File: src/rtl/pc_next_unit_pkg.sv
// Shared definitions for the next-PC generator: control-flow op encodings and size defaults.
package pc_next_unit_pkg;

  localparam int ADDR_W_DEF    = 8;
  localparam int RAS_DEPTH_DEF = 4;

  typedef enum logic [2:0] {
    OP_SEQ  = 3'd0,
    OP_BR   = 3'd1,
    OP_JMP  = 3'd2,
    OP_CALL = 3'd3,
    OP_RET  = 3'd4,
    OP_HOLD = 3'd5
  } op_e;

endpackage

File: src/rtl/pc_next_unit_ret_stack.sv
// Circular hardware return-address stack: push on CALL, pop on RET, sticky overflow/underflow.
module pc_next_unit_ret_stack
  import pc_next_unit_pkg::*;
#(
  parameter int ADDR_W    = ADDR_W_DEF,
  parameter int RAS_DEPTH = RAS_DEPTH_DEF
) (
  input  logic                         clk,
  input  logic                         reset,
  input  logic                         push_i,
  input  logic                         pop_i,
  input  logic [ADDR_W-1:0]            push_data_i,
  output logic [ADDR_W-1:0]            top_o,
  output logic [$clog2(RAS_DEPTH):0]   depth_o,
  output logic                         ovf_o,
  output logic                         unf_o
);

  localparam int PW = $clog2(RAS_DEPTH);
  localparam int DW = PW + 1;
  localparam logic [DW-1:0] FULL = DW'(RAS_DEPTH);

  logic [ADDR_W-1:0] mem_q [RAS_DEPTH];
  logic [PW-1:0]     sp_q, sp_d;
  logic [DW-1:0]     depth_q, depth_d;
  logic              ovf_q, ovf_d;
  logic              unf_q, unf_d;

  // The pointer wraps for free because RAS_DEPTH is a power of two; a push
  // onto a full stack silently overwrites the oldest entry.
  always_comb begin
    sp_d    = sp_q;
    depth_d = depth_q;
    ovf_d   = ovf_q;
    unf_d   = unf_q;
    if (push_i) begin
      sp_d = sp_q + PW'(1);
      if (depth_q == FULL) ovf_d = 1'b1;
      else                 depth_d = depth_q + DW'(1);
    end else if (pop_i) begin
      if (depth_q != '0) begin
        sp_d    = sp_q - PW'(1);
        depth_d = depth_q - DW'(1);
      end else begin
        unf_d = 1'b1;
      end
    end
  end

  always_ff @(posedge clk or posedge reset) begin
    if (reset) begin
      sp_q    <= '0;
      depth_q <= '0;
      ovf_q   <= 1'b0;
      unf_q   <= 1'b0;
    end else begin
      sp_q    <= sp_d;
      depth_q <= depth_d;
      ovf_q   <= ovf_d;
      unf_q   <= unf_d;
    end
  end

  always_ff @(posedge clk) begin
    if (push_i) mem_q[sp_q] <= push_data_i;
  end

  assign top_o   = mem_q[sp_q - PW'(1)];
  assign depth_o = depth_q;
  assign ovf_o   = ovf_q;
  assign unf_o   = unf_q;

endmodule

File: src/rtl/pc_next_unit.sv
// Next-PC mux with increment/branch adder and a return-address stack for CALL/RET.
// Define PC_NEXT_REL_BRANCH_EN to make BR/JMP targets PC-relative signed offsets.
module pc_next_unit
  import pc_next_unit_pkg::*;
#(
  parameter int ADDR_W    = ADDR_W_DEF,
  parameter int RAS_DEPTH = RAS_DEPTH_DEF
) (
  input  logic                         clk,
  input  logic                         reset,
  input  logic [ADDR_W-1:0]            cur_pc,
  input  logic [2:0]                   op,
  input  logic                         br_taken,
  input  logic [ADDR_W-1:0]            target,
  input  logic                         stall,
  output logic [ADDR_W-1:0]            next_pc,
  output logic [$clog2(RAS_DEPTH):0]   ras_depth,
  output logic                         ras_ovf,
  output logic                         ras_unf
);

  logic [ADDR_W-1:0] inc;
  logic [ADDR_W-1:0] jump_dest;
  logic [ADDR_W-1:0] ras_top;
  logic              push, pop;

  assign inc = cur_pc + ADDR_W'(1);

`ifdef PC_NEXT_REL_BRANCH_EN
  // Same-width add is the sign-extended offset add modulo 2^ADDR_W.
  assign jump_dest = cur_pc + target;
`else
  assign jump_dest = target;
`endif

  assign push = !stall && (op == OP_CALL);
  assign pop  = !stall && (op == OP_RET);

  always_comb begin
    next_pc = inc;
    if (stall) begin
      next_pc = cur_pc;
    end else begin
      case (op)
        OP_BR:   if (br_taken) next_pc = jump_dest;
        OP_JMP:  next_pc = jump_dest;
        OP_CALL: next_pc = target;
        OP_RET:  if (ras_depth != '0) next_pc = ras_top;
        OP_HOLD: next_pc = cur_pc;
        default: next_pc = inc;
      endcase
    end
  end

  pc_next_unit_ret_stack #(
    .ADDR_W    (ADDR_W),
    .RAS_DEPTH (RAS_DEPTH)
  ) u_ret_stack (
    .clk         (clk),
    .reset       (reset),
    .push_i      (push),
    .pop_i       (pop),
    .push_data_i (inc),
    .top_o       (ras_top),
    .depth_o     (ras_depth),
    .ovf_o       (ras_ovf),
    .unf_o       (ras_unf)
  );

endmodule

File: config.mk
export PLATFORM = sky130hd
export DESIGN_NAME = pc_next_unit
export DESIGN_NICKNAME = d
export VERILOG_FILES = /design/src/rtl/pc_next_unit_pkg.sv /design/src/rtl/pc_next_unit_ret_stack.sv /design/src/rtl/pc_next_unit.sv
export SDC_FILE = /design/constraint.sdc
export NUM_CORES = 1
export LEC_CHECK = 0
export ABC_AREA = 0
export CAP_MARGIN = 20
export CORE_MARGIN = 2
export CORE_UTILIZATION = 53
export DETAILED_ROUTE_END_ITERATION = 8
export GPL_ROUTABILITY_DRIVEN = 0
export PLACE_DENSITY_LB_ADDON = 0.12
export SLEW_MARGIN = 20
export SYNTH_ARGS = -nofsm -noshare
export SYNTH_HDL_FRONTEND = slang
export SYNTH_HIERARCHICAL = 1
export SYNTH_SLANG_ARGS = --single-unit
File: constraint.sdc
create_clock -name clk -period 4 [get_ports clk]
set_clock_uncertainty 0.15 [all_clocks]
set_input_delay 0.8 -clock clk [delete_from_list [all_inputs] [get_ports clk]]
set_output_delay 0.8 -clock clk [all_outputs]
set_load 0.005 [all_outputs]
==> summary.md <==
| Metric | Value |
|---|---|
| Max-cap violations | `0` |
| Die Wd | `~70 um` |
| Share of cells above drive strength 1 | `16.74%` |
| Initial antenna violation count | `0` |
| Top FF cell, synth | `edfxtp_1` |
| IO Port Bufs | `35` |
| Worst slew pin tran | `0.4428 ns` |
| Share of synthesized flip-flops with an asynchronous set or reset | `17.95%` |
| Internal Power | `slightly below 0.001 W` |
| Largest net degree at the start of global routing | `15` |
| Worst vdd ir | `450.6 uV` |
| CP bufs+invs | `2` |
| Top layer used by detailed routing | `met4` |
| Main combinational cell family by area after synthesis | `compound AO/OA/AOI/OAI gates` |
| Vias in the first global route | `about 1,500` |
| Worst Path Max Fanout | `8` |
| Mapped cell area | `2175 um2` |
| RSZ-0062 raised after global routing | `no` |
| Max Root-Sink Buffers | `2` |
| Synth cell types | `49` |
| Initial core utilization | `between 50% and 60%` |
| # Post-CTS Setup Buffers | `0` |
| Post-synthesis sequential area ratio | `about 52%` |
| Number of placed I/O pins | `36` |
| Post-Route M1 WL | `1934 um` |
| Routed length per instance | `17.61 um` |
| Mux share of post-synthesis cell area | `10.41%` |
| Met3 WL | `318 um` |
| Setup crit start | `op[0]` |
| Global-route wire length before repair | `7182 um` |
| Sw Ratio | `30.26%` |
| Clk slew on worst S/H paths | `approximately 0.07 ns` |
| Status | `finished, final reports clean` |
| Die Y | `a little under 70 um` |
| Post-CTS Resized | `0` |
| WP data arrival | `2.88 ns` |
| Gate Count Post-Synth | `approximately 170` |
| Fill cells | `293` |
| Placed wire-length estimate | `approximately 3600 um` |
| Final WL | `4667 um` |
| Number of cells after detailed placement | `~260` |
| Reg power frac | `38.2%` |
| Slowest stage delay, CP | `0.55 ns` |
| H-tree Lvls | `2` |
| Pwr/cell area | `512.9 nW/um2` |
| Synth Area in Adders | `3.797%` |
| Via density | `6.072` |
| Final nets | `around 240` |
| Std cell rows | `23` |
| Max-slew violation count | `0` |
| Clock share of power | `22.5%` |
| Pre-CTS WS | `0.1515 ns` |
| Part of the power in combinational logic | `approximately two fifths` |
| Non-Filler Instances | `between 200 and 300` |
| Yosys reg bits | `39` |
| Synth Area in Compound Gates | `14.04%` |
| Post-synth EDFFs | `32` |
| Most used cell, CP | `clkdlybuf4s50_1` |
| Number of remaining DRC errors | `0` |
| Total negative slack | `0 ns` |
| Critical path capture point type | `output port` |
| Reg-to-Reg Start | `u_ret_stack/depth_o[0]` |
| Worst setup margin | `0.1670 ns` |
| Critical path's slowest cell | `clkdlybuf4s50_1` |
| Relative slew slack | `70.41%` |
| Mapped Nets | `198` |
| Crit path max-delay family | `buffers and inverters` |
| Synth Area in XOR/XNOR | `under 10%` |
| Worst reg-to-reg setup slack | `2.14 ns` |
| Finished Core Util | `69.06%` |
| Post-route minimum period | `3.833 ns` |
| Critical path required time | `3.05 ns` |
| Yosys warnings | `6` |
| Lkg Pwr | `around 1 nW` |
| GRT overflow | `0` |
| Critical path cell sequence | `clkdlybuf4s50_1 -> and3b_2 -> a32o_1 -> a2111oi_1 -> nor3_1 -> clkdlybuf4s50_1` |
| Met2 routed WL | `2339 um` |
| Vias | `1,609` |
| Core ar. | `3971 um2` |
| Diodes inserted | `0` |
| CTS root buffer | `clkbuf_8` |
| # hold bufs at CTS | `0` |
| Tot GR Track Use | `21.74%` |
| Fin. Hold Viols | `0` |
| # clock sinks | `39` |
| Worst Setup Start Kind | `primary input` |
| Final setup fails | `0` |
| ANT nets after route | `0` |
| Area grow syn2layout | `26.12%` |
| Simple-gate portion of the synthesized area | `13.06%` |
| CTS tree | `done` |
| Hold Path Origin | `u_ret_stack/ovf_o` |
| Switching power | `between 0.0004 and 0.0005 W` |
| Final period utilization | `95.83%` |
| Die area | `about 4600 um2` |
| Fmax | `~260 MHz` |
| Worst skew pair latency | `0.28 ns` |
| Hold Crit Class | `flop to flop` |
| Critical path class | `primary input to output port` |
| Synthesized area per cell | `12.87 um2` |
| Initial DRC count | `115` |
| Total iterations of the first detailed-routing run | `4` |
| CTS Buf Count | `5` |
Yosys cell counts (2+ instances only):
library cell | count | area, um2
buf_6 | 2 | 22.52
o21ai_0 | 8 | 40.04
nand3_1 | 7 | 35.03
nor4_1 | 2 | 12.51
mux2i_1 | 2 | 20.02
a211oi_1 | 3 | 22.52
nor2b_1 | 2 | 12.51
a221o_1 | 2 | 20.02
o21a_1 | 2 | 15.01
or3_4 | 2 | 22.52
dfrtp_1 | 7 | 175.2
nor3b_1 | 2 | 15.01
edfxtp_1 | 32 | 960.9
a32o_1 | 2 | 20.02
and2_1 | 7 | 43.79
buf_2 | 2 | 10.01
a22oi_1 | 2 | 15.01
a21oi_1 | 5 | 25.02
mux4_2 | 8 | 180.2
inv_1 | 8 | 30.03
clkbuf_1 | 3 | 11.26
nand2b_1 | 2 | 12.51
nor2_1 | 9 | 33.78
xor2_1 | 3 | 26.28
nand2_1 | 8 | 30.03
o211ai_1 | 2 | 15.01
xnor2_1 | 4 | 35.03
ha_1 | 5 | 62.56
a22o_1 | 2 | 17.52
nor3_1 | 4 | 20.02
a31o_2 | 2 | 17.52
power groups by stage:
stage	combinational, W	sequential, W	clock (W)
after floorplan	0.000364	0.000532	0
after global placement	0.000532	0.000539	0
after detailed placement	0.000553	0.000548	0
after CTS	0.000554	0.000538	0.000326
after global routing	0.000608	0.000545	0.000341
final	0.000553	0.000538	0.000316
layer usage:
metal	vias up	GRT usage (%)
met5	-	0
met4	0	7.750
met3	7	4.112
met2	58	36.65
met1	795	28.08
li1	749	-
cells in the final DEF, fill, tap and decap left out, drive strengths merged, types with 3 or more instances in the layout:
master	count
clkdlybuf4s50	35
edfxtp	32
buf	11
nor2	9
mux4	9
inv	8
nand2	8
o21ai	8
and2	8
nand3	7
dfrtp	7
a21oi	5
ha	5
clkbuf	5
xnor2	4
nor3	4
xor2	3
a211oi	3
or3	3
flip-flops by register name, summed over array words and instances (netlist names):
name,flops
u_ret_stack/depth_o,3
u_ret_stack/ovf_o,1
u_ret_stack/unf_o,1
u_ret_stack/mem_q,32
u_ret_stack/sp_q,2
cells by family (layout without fill, tap and decap cells):
family / Yosys count / in the layout
muxes: 11 / 11
AOI/OAI and AO/OA: 39 / 39
DFF: 39 / 39
xor gates and xnor gates: 7 / 7
and+or+nand+nor: 51 / 51
adders and majority gates: 6 / 6
buffers and inverters: 16 / 62
final timing paths:
check                                          to  depth (start not counted)
max                                    next_pc[2]                          6
min                             u_ret_stack/ovf_o                          1
max reg2reg                u_ret_stack/depth_o[2]                          3
min reg2reg                     u_ret_stack/ovf_o                          1
max in group asynchronous       u_ret_stack/ovf_o                          2
min in group asynchronous  u_ret_stack/depth_o[0]                          2
metrics by stage:
| stage | power [W] | area, um2 | hold slack [ns] |
|---|---|---|---|
| 2_1_floorplan | 0.0008962 | 2175 | 0.3163 |
| 3_3_place_gp | 0.001071 | 2628 | 0.2996 |
| 3_5_place_dp | 0.001100 | 2628 | 0.3043 |
| 4_1_cts | 0.001418 | 2740 | 0.3205 |
| 5_1_grt | 0.001494 | 2743 | 0.3225 |
| 6_report | 0.001407 | 2743 | 0.3166 |
area by class of cell:
type	instances	area [um2]	area share, %
repair buffers	46	432.9	15.78
well taps	50	62.56	2.281
clock inverters	3	43.79	1.597
clock buffers	5	68.82	2.509
flip-flops and latches	39	1136	41.42
inverters	8	30.03	1.095
multi-input cells	114	968.4	35.31
Note: power is estimated with default switching activity, not from simulation.
